`config.mk`:
```
export PLATFORM = sky130hd
export DESIGN_NAME = adpll_hop_seq
export DESIGN_NICKNAME = d
export VERILOG_FILES = /design/src/rtl/adpll_hop_seq.sv
export SDC_FILE = /design/constraint.sdc
export NUM_CORES = 1
export LEC_CHECK = 0
export CAP_MARGIN = 40
export CORE_ASPECT_RATIO = 0.7
export CORE_UTILIZATION = 42
export DETAILED_ROUTE_END_ITERATION = 12
export GPL_TIMING_DRIVEN = 0
export PLACE_DENSITY = 0.87
export SLEW_MARGIN = 30
export SYNTH_ARGS = -nofsm -noshare
export SYNTH_HDL_FRONTEND = slang
export SYNTH_SLANG_ARGS = --single-unit
export TNS_END_PERCENT = 100
```
`constraint.sdc`:
```
create_clock -name clk -period 1.9 [get_ports clk]
set_input_delay 0.285 -clock clk [delete_from_list [all_inputs] [get_ports clk]]
set_output_delay 0.285 -clock clk [all_outputs]
set_load 0.05 [all_outputs]
```
`src/rtl/adpll_hop_seq.sv`:
```
// -----------------------------------------------------------------------------
// adpll_hop_seq
//
// Channel-hop sequencer for adpll_ctr. This block is a bus master on the
// ADPLL CPU register interface. On a hop request it does the following:
//   1. disables the loop,
//   2. programs MODE, then FCW,
//   3. re-enables the loop,
//   4. waits until channel_lock has been high for LOCK_HOLD consecutive cycles.
// It then reports done (or err, once lock-timeout retries are used up) to the
// radio MAC.
//
// Register map (fixed): EN @0 (bit0), MODE @1 (bits 1:0), FCW @2 (bits 25:0).
//
// Ports
//   clk, rst           32 MHz reference clock; asynchronous active-high reset
//   req                hop request (sampled only while idle)
//   req_mode[1:0]      PD=0, TEST=1, RX=2, TX=3
//   req_fcw[25:0]      channel word, MHz*16384
//   busy               hop in progress
//   done / err         one-cycle completion / failure pulses
//   locked             last hop succeeded and lock is still held
//   retries[1:0]       timeout retries consumed by the current/last hop
//   lock_in            channel_lock from adpll_ctr
//   sel, write         bus strobes
//   address[ADDR_W-1:0], data_out[31:0]  bus address / write data
//   ready              bus write completion
//
// Configuration macro: ADPLL_HOP_SEQ_TIMEOUT_EN
//   defined   : WAIT_LOCK times out after LOCK_TIMEOUT cycles. A timeout
//               re-runs the write sequence up to MAX_RETRY times, then
//               pulses err.
//   undefined : WAIT_LOCK waits indefinitely. err and retries are tied to 0.
// -----------------------------------------------------------------------------
module adpll_hop_seq #(
  parameter int ADDR_W       = 5,
  parameter int LOCK_HOLD    = 4,
  parameter int LOCK_TIMEOUT = 4096,
  parameter int MAX_RETRY    = 3
) (
  input  logic              clk,
  input  logic              rst,
  input  logic              req,
  input  logic [1:0]        req_mode,
  input  logic [25:0]       req_fcw,
  output logic              busy,
  output logic              done,
  output logic              err,
  output logic              locked,
  output logic [1:0]        retries,
  input  logic              lock_in,
  output logic              sel,
  output logic              write,
  output logic [ADDR_W-1:0] address,
  output logic [31:0]       data_out,
  input  logic              ready
);

  typedef enum logic [2:0] {
    S_IDLE,
    S_WR_DIS,
    S_WR_MODE,
    S_WR_FCW,
    S_WR_EN,
    S_WAIT_LOCK
  } state_e;

  typedef enum logic [1:0] {
    MODE_PD   = 2'd0,
    MODE_TEST = 2'd1,
    MODE_RX   = 2'd2,
    MODE_TX   = 2'd3
  } mode_e;

  localparam logic [ADDR_W-1:0] ADDR_EN   = ADDR_W'(0);
  localparam logic [ADDR_W-1:0] ADDR_MODE = ADDR_W'(1);
  localparam logic [ADDR_W-1:0] ADDR_FCW  = ADDR_W'(2);

  localparam int                HOLD_W    = $clog2(LOCK_HOLD + 1);
  localparam logic [HOLD_W-1:0] HOLD_LAST = HOLD_W'(LOCK_HOLD - 1);

  state_e              state_q, state_d;
  logic [1:0]          mode_q, mode_d;
  logic [25:0]         fcw_q, fcw_d;
  logic [HOLD_W-1:0]   hold_q, hold_d;
  logic                busy_q, busy_d;
  logic                done_q, done_d;
  logic                locked_q, locked_d;
  logic                sel_q, sel_d;
  logic                write_q, write_d;
  logic [ADDR_W-1:0]   address_q, address_d;
  logic [31:0]         data_q, data_d;
  logic                lock_ok;

`ifdef ADPLL_HOP_SEQ_TIMEOUT_EN
  localparam int              TO_W    = $clog2(LOCK_TIMEOUT + 1);
  localparam logic [TO_W-1:0] TO_LAST = TO_W'(LOCK_TIMEOUT - 1);

  logic [TO_W-1:0] to_q, to_d;
  logic [1:0]      retries_q, retries_d;
  logic            err_q, err_d;
`endif

  // Success: this cycle's lock sample completes LOCK_HOLD consecutive highs.
  assign lock_ok = lock_in && (hold_q == HOLD_LAST);

  // ---------------------------------------------------------------------------
  // Next-state and registered-output logic
  // ---------------------------------------------------------------------------
  always_comb begin
    // NOTE: every variable gets a default before the case so no path leaves
    // it unassigned; otherwise synthesis infers a latch.
    state_d  = state_q;
    mode_d   = mode_q;
    fcw_d    = fcw_q;
    hold_d   = '0;
    done_d   = 1'b0;
    // Lock is lost as soon as channel_lock drops, whatever the state.
    locked_d = locked_q & lock_in;
`ifdef ADPLL_HOP_SEQ_TIMEOUT_EN
    to_d      = '0;
    retries_d = retries_q;
    err_d     = 1'b0;
`endif

    unique case (state_q)
      S_IDLE: begin
        if (req) begin
          state_d  = S_WR_DIS;
          mode_d   = req_mode;
          fcw_d    = req_fcw;
          locked_d = 1'b0;
`ifdef ADPLL_HOP_SEQ_TIMEOUT_EN
          retries_d = '0;
`endif
        end
      end

      S_WR_DIS: begin
        if (ready) state_d = S_WR_MODE;
      end

      S_WR_MODE: begin
        if (ready) begin
          // Power-down needs no channel word and has no lock to wait for.
          if (mode_q == MODE_PD) begin
            state_d = S_IDLE;
            done_d  = 1'b1;
          end else begin
            state_d = S_WR_FCW;
          end
        end
      end

      S_WR_FCW: begin
        if (ready) state_d = S_WR_EN;
      end

      S_WR_EN: begin
        if (ready) state_d = S_WAIT_LOCK;
      end

      S_WAIT_LOCK: begin
        hold_d = lock_in ? hold_q + 1'b1 : '0;
`ifdef ADPLL_HOP_SEQ_TIMEOUT_EN
        to_d   = to_q + 1'b1;
`endif
        // Success is tested first so it wins a same-cycle timeout.
        if (lock_ok) begin
          state_d  = S_IDLE;
          done_d   = 1'b1;
          locked_d = 1'b1;
          hold_d   = '0;
`ifdef ADPLL_HOP_SEQ_TIMEOUT_EN
          to_d     = '0;
        end else if (to_q == TO_LAST) begin
          hold_d = '0;
          to_d   = '0;
          if (retries_q < 2'(MAX_RETRY)) begin
            retries_d = retries_q + 1'b1;
            state_d   = S_WR_DIS;
          end else begin
            err_d    = 1'b1;
            locked_d = 1'b0;
            state_d  = S_IDLE;
          end
`endif
        end
      end

      default: state_d = S_IDLE;
    endcase

    // Bus outputs are registered, so they are decoded from the state being
    // entered. They hold while ready is low because the state holds.
    sel_d     = 1'b0;
    write_d   = 1'b0;
    address_d = '0;
    data_d    = '0;
    unique case (state_d)
      S_WR_DIS: begin
        sel_d     = 1'b1;
        write_d   = 1'b1;
        address_d = ADDR_EN;
      end
      S_WR_MODE: begin
        sel_d     = 1'b1;
        write_d   = 1'b1;
        address_d = ADDR_MODE;
        data_d    = {30'd0, mode_d};
      end
      S_WR_FCW: begin
        sel_d     = 1'b1;
        write_d   = 1'b1;
        address_d = ADDR_FCW;
        data_d    = {6'd0, fcw_d};
      end
      S_WR_EN: begin
        sel_d     = 1'b1;
        write_d   = 1'b1;
        address_d = ADDR_EN;
        data_d    = 32'd1;
      end
      default: ;
    endcase

    busy_d = (state_d != S_IDLE);
  end

  // ---------------------------------------------------------------------------
  // State registers. The asynchronous reset drops sel immediately, so a
  // write in flight is abandoned rather than completed.
  // ---------------------------------------------------------------------------
  // NOTE: sequential state uses non-blocking assignments only, so every flop
  // samples pre-edge values regardless of process ordering.
  always_ff @(posedge clk or posedge rst) begin
    if (rst) begin
      state_q   <= S_IDLE;
      mode_q    <= '0;
      fcw_q     <= '0;
      hold_q    <= '0;
      busy_q    <= 1'b0;
      done_q    <= 1'b0;
      locked_q  <= 1'b0;
      sel_q     <= 1'b0;
      write_q   <= 1'b0;
      address_q <= '0;
      data_q    <= '0;
    end else begin
      state_q   <= state_d;
      mode_q    <= mode_d;
      fcw_q     <= fcw_d;
      hold_q    <= hold_d;
      busy_q    <= busy_d;
      done_q    <= done_d;
      locked_q  <= locked_d;
      sel_q     <= sel_d;
      write_q   <= write_d;
      address_q <= address_d;
      data_q    <= data_d;
    end
  end

`ifdef ADPLL_HOP_SEQ_TIMEOUT_EN
  always_ff @(posedge clk or posedge rst) begin
    if (rst) begin
      to_q      <= '0;
      retries_q <= '0;
      err_q     <= 1'b0;
    end else begin
      to_q      <= to_d;
      retries_q <= retries_d;
      err_q     <= err_d;
    end
  end

  assign err     = err_q;
  assign retries = retries_q;
`else
  assign err     = 1'b0;
  assign retries = 2'd0;

  // Timeout parameters have no effect in this build; fold them into a sink.
  logic unused_cfg;
  assign unused_cfg = ^{32'(LOCK_TIMEOUT), 32'(MAX_RETRY)};
`endif

  assign busy     = busy_q;
  assign done     = done_q;
  assign locked   = locked_q;
  assign sel      = sel_q;
  assign write    = write_q;
  assign address  = address_q;
  assign data_out = data_q;

endmodule

```
## Word level (Yosys, flattened, before mapping)

Index checks and enable logic that the tools add are counted.

- Add/subtract/negate cells: 1
- Equality and inequality tests: 10
- Muxes and demuxes: 25
- Bitwise gates (word level): 1
- Reductions and logical operators: 5

Operator list:

| kind | count |
|---|---|
| one-hot mux 26 bit (3 select lines) | 1 |
| two-way mux 26 bit | 2 |
| two-way mux 3 bit | 9 |
| one-hot mux 3 bit (6 select lines) | 1 |
| == test 3 x 2 -> 1 bit, second input constant | 5 |
| == test 3 bit, second input constant | 3 |
| == test 3 x 1 -> 1 bit, second input constant | 2 |
| two-way mux 1 bit | 6 |
| two-way mux 2 bit | 3 |
| one-hot mux 1 bit (2 select lines) | 2 |
| one-hot mux 2 bit (2 select lines) | 1 |
| OR reduction 4 bit | 1 |
| adder 3 x 1 -> 3 bit, second input constant | 1 |
| zero test 3 bit | 1 |
| nonzero test 3 bit | 1 |
| zero test 2 bit | 1 |
| bitwise AND 1 bit | 1 |
| logical AND 1 bit | 1 |

- Bits in registers: 75
- Input bits: 33
- Word-level logic and storage cells: 52

## Logic depth before layout (Yosys ltp)

Gate-level depths: netlist of run 1.

- Word-level depth: 7
- Mapped depth: 6
- Gate-level depth less buffers: 6

## Least setup slack after synthesis of run 1

Ideal clock, no wire load.

- Path kind: register to register
- From: register state_q[1]
- To: register data_q[14], in the netlist data_out[14]
- Arrival time: 1.399 ns
- Data required time: 1.777 ns
- Setup slack: 0.378 ns
- Cell stages (with the launch flop): 7
- Path through: dfrtp_1 nand2b_4 nor3_4 buf_6 buf_12 mux2_4 nor2b_1

- Elaborated cells between the ends (all ways): 18
- Those cells by class: 8 x eq/ne; 9 x mux; 1 x reduce/logical

RTL lines:

| item | line | RTL |
|---|---|---|
| from (decl) | 82 | `state_e state_q, state_d;` |
| from (signal assigned) | 250 | `state_q <= state_d;` |
| zero test 3 bit | 126 | `unique case (state_q)` |
| two-way mux 26 bit | 126 |  |
| named net fcw_d[14] | 84 | `logic [25:0] fcw_q, fcw_d;` |
| one-hot mux 26 bit (3 select lines) | 200 | `unique case (state_d)` |
| named net data_d[14] | 92 | `logic [31:0] data_q, data_d;` |
| to (signal assigned) | 260 | `data_q <= data_d;` |
| to (decl) | 92 |  |

The timed path passes the listed nets, and every way through them passes these cells.

## Worst setup path after layout of run 1

- From: register write_q, in the netlist write
- To: output port write

RTL lines:

| item | line | RTL |
|---|---|---|
| from (decl) | 90 | `logic write_q, write_d;` |
| from (signal assigned) | 258 | `write_q <= write_d;` |
| to (decl) | 53 | `output logic write,` |

No word-level cell between the ends.

==> results.md, run 1 <==
Outcome:
- The flow ran to the end, and the final reports show no timing, DRC or antenna violations.

Placed design:
- The routability-driven placement congestion ratio is 0.8160.
- In this run the cell area measured after placement is 0.003466 mm².
- The final HPWL from detailed placement is 3841 µm.
- Before CTS, the worst setup slack after placement is -0.05242 ns.
- Port buffering added 64 buffers.

Clock network:
- The clock latency on the worst-skew pair is 0.33 ns.
- In this run the clock root is driven by a clkbuf_8.
- The number of gates resized after cts is 0.
- The TritonCTS sink count is 66.
- The clock tree synthesis step divided the H-tree into 3 levels.
- Once the clock tree was built, the setup fixing pass inserted 0 buffers.
- TritonCTS built the clock tree.
- The longest clock path from root to sink contains 2 buffers.
- The count of hold buffers inserted by post-cts repair is 0.
- The clock slew at the register clock pins of the worst setup and hold paths is 0.07 ns.
- Buffers inserted during clock tree synthesis total 9.

Timing:
- Setup repair after global routing left no endpoint under its margin.
- The worst pin sits at a relative slew slack of 0.6496.
- At the pin with the least slew margin, the transition time is 0.5240 ns.
- The routed design could run at a clock period as short as 1.846 ns.
- In the post-route analysis, the smallest setup slack over all paths is 0.05407 ns.
- The number of max-slew violations in the final report was 0.
- The number of hold-slack violations in the final timing report came to 0.
- The count of endpoints failing setup in the final report is 0.
- On the final layout, the worst clock skew is 0.005048 ns.
- The post-route fraction of the period consumed by the critical path is 0.9715.
- The fmax is 0.5417 GHz.

Final layout:
- The repair_antennas step left the layout with diodes totalling 0.
- The net total in the final layout is 316.
- The synthesis-to-layout area growth is 38.20%.
- The proportion of layout cells with a drive suffix above 1 is 0.2359.
- Counting the fill cells in the layout gives 466.
- The finished cells cover 0.003657 mm².

Die:
- The die covers 0.006627 mm².
- From bottom edge to top edge, the die measures 68.41 µm.
- The starting density of the core is 0.4486.
- Measured along the x axis, the die boundary spans 96.88 µm.
- The number of top-level pins is 78.
- The area of the core is 0.005899 mm².
- The floorplan has 23 rows.

Logic synthesis:
- The flop and latch count out of synthesis is 66.
- For this run, asynchronously set or reset flops after synthesis account for 1.000.
- In this run, synthesis inferred 0 flip-flops with an integrated enable.
- The post-synthesis cell area is 0.002646 mm².
- Of the post-synthesis cell area, the dominant cell type holds 0.6241.
- In the synthesized netlist the dominant register cell turns out to be dfrtp_1.
- The share of the yosys chip area belonging to registers is 0.6241.
- Yosys mapped the design onto 42 distinct sky130hd cell types.
- The largest total area in the synthesized netlist belongs to dfrtp_1.
- Yosys attributes the largest share of cell area to dfrtp_1 62%, mux2_2 6.4%, nor2b_1 5.7%.
- A synthesized cell averages 13.71 µm².
- The yosys synthesis warning count is 0.
- The synthesized instance count is 193.

Critical path:
- The maximum fanout count along the critical path is 2.
- STA classifies the critical path startpoint as a register.
- The largest single stage delay on the critical path is 0.79 ns.
- The worst reg2reg path endpoint is data_out[18].
- At the worst endpoint, the required time is 1.62 ns.
- The setup path with the least slack is of type register to primary output.
- The startpoint identified for the worst register-to-register timing path is state_q[1].
- Setup slack on the worst reg-to-reg path comes out at 0.20 ns.
- The standard cell with the maximum stage delay on the critical path is clkdlybuf4s50_1.
- STA classifies the critical path endpoint as a primary output.
- The critical path goes through buf_4 -> clkdlybuf4s50_1.
- The length in cells of the worst reg-to-reg path is 6.
- STA puts the critical path data arrival time at 1.56 ns.

Detailed routing:
- The average wire per standard cell is 14.36 µm.
- The length of the first detailed-routing pass in iterations is 4.
- The final wirelength is 5157 µm.
- The number of DRC markers in iteration 0 is 33.
- For this block, the via count after detailed routing is 1645.
- Dividing the detail-routed via count by the number of cells gives 4.582.
- After detailed routing, no signal wire sits above met4.
- After detailed routing, the number of remaining DRC violations is 0.
- The length of routed wiring on met1 is 2245 µm.
- The met3 routed wirelength is 304 µm.
- Detailed routing placed a total of 2525 µm of wire on met2.
- The number of nets with antenna violations after routing is 0.

Power and ir drop:
- The share of total power dissipated in combinational logic is 0.431.
- The internal power of the cells is 3629 µW.
- The part of the power in the clock network is 0.201.
- The leakage power summed over all cells is 0.001669 µW.
- The net switching power is 2082 µW.
- The sequential fraction of design power is 0.368.
- The maximum vdd ir drop is 0.0006744 V.
- Power spread over the standard cell area amounts to 1562 mW/mm².
- Of the total power, the share spent switching nets is 0.3646.

Global route:
- The via count of the first global-routing pass came to 1743.
- The total overflow reported by the global router is 0.
- The first global-routing pass estimated 8273 µm of wire.
- The largest net degree at the start of global routing is 31.
- Across every metal layer, demand over resource in global routing totals 0.1716.
- The initial antenna violation count is 0.

Worst hold path:
- The worst min-delay path category is input pin to async pin.

Job:
- The max-capacitance violation count is 0.
-- power groups by stage --
stage          Clock (µW)  Sequential [µW]  Combinational (µW)
3_3_place_gp            0             2110                2400
2_1_floorplan           0             2690                1200
6_report             1150             2100                2460
5_1_grt              1230             2160                2640
3_5_place_dp            0             2140                2480
4_1_cts              1180             2110                2490
-- metrics by stage --
stage / hold WS [ns] / cells / TNS (ns) / total power (µW) / utilization
floorplan: 0.3974 / 204 / 0 / 3892 / -
global placement: 0.4213 / 343 / -0.1479 / 4502 / 0.5807
detailed placement: 0.4409 / 345 / -0.2582 / 4622 / 0.5875
CTS: 0.2141 / 359 / 0 / 5779 / 0.6199
global route: 0.2415 / 359 / 0 / 6026 / 0.6199
finish: 0.2299 / 359 / 0 / 5711 / 0.6199
-- sequential cells by signal (all words and copies together), names as in the netlist --
register	cells
data_out	26
done	1
busy	1
state_q	3
write	1
address	2
locked	1
fcw_q	26
hold_q	3
mode_q	2
-- worst max-delay path, delay by kind of cell, from the launching register on --
kind | cells | cell delay, ns
buffers and inverters | 2 | 0.89
DFF | 1 | 0.34
-- how the worst max path moves through the flow --
| stage | depth (start not counted) | startpoint | endpoint |
|---|---|---|---|
| floorplan | 6 | state_q[1] | data_out[14] |
| global placement | 7 | req | data_out[14] |
| detailed placement | 7 | req | data_out[22] |
| CTS | 2 | write | write |
| global route | 2 | write | write |
| finish | 2 | write | write |
-- area by class of cell --
type | count | area, µm² | share of cell area
Buffer | 20 | 163.9 | 0.04482
Clock buffer | 11 | 151.4 | 0.04140
Clock inverter | 3 | 40.04 | 0.01095
Inverter | 9 | 37.54 | 0.01026
Multi-Input combinational cell | 109 | 838.3 | 0.2292
Sequential cell | 66 | 1652 | 0.4516
Tap cell | 75 | 93.84 | 0.02566
Timing Repair Buffer | 66 | 680.7 | 0.1861
-- cells in the final DEF (no fill, tap or decap), types with 2 or more instances in the layout --
cell and instances:
buf_12 3, buf_4 15, buf_6 2, clkbuf_8 11, clkdlybuf4s50_1 64, clkinv_2 2, conb_1 12, dfrtp_1 66
ha_1 2, inv_1 7, mux2_1 4, mux2_2 15, mux2_4 5, mux2i_1 3, nand2_1 9, nand2b_1 2
nand2b_2 2, nor2_1 7, nor2b_1 24, o211ai_1 2
-- cells in the mapped netlist, types with 2 or more instances --
cell       n
buf_6      2
nand2_1    9
nor2_1     7
nor2b_1   24
buf_4     15
mux2_4     5
ha_1       2
mux2_2    15
mux2_1     4
mux2i_1    3
nand2b_1   2
nand2b_2   2
o211ai_1   2
dfrtp_1   66
inv_1      8
-- metal layers --
| layer | vias to the layer above | GRT usage |
|---|---|---|
| li1 | 783 | - |
| met4 | 0 | 0.08769 |
| met5 | - | 0 |
| met2 | 47 | 0.2870 |
| met1 | 804 | 0.1988 |
| met3 | 11 | 0.06435 |
-- cells by family (layout without fill, tap and decap cells) --
family,Yosys count,in the layout,synth area share
fa+ha+maj,2,2,0.009455
flops,66,66,0.6241
compound gates,15,15,0.04870
simple gates,53,53,0.1210
mux,27,27,0.1206
buf+inv,29,109,0.07470
other cells,1,12,0.001417
Power figures use the tool's default switching activity.
==> inputs of run 2 (changes only) <==
- GPL_ROUTABILITY_DRIVEN: default -> 0
==> results of run 2 <==
No change in the layout: final DEF, timing and power equal those of run 1.
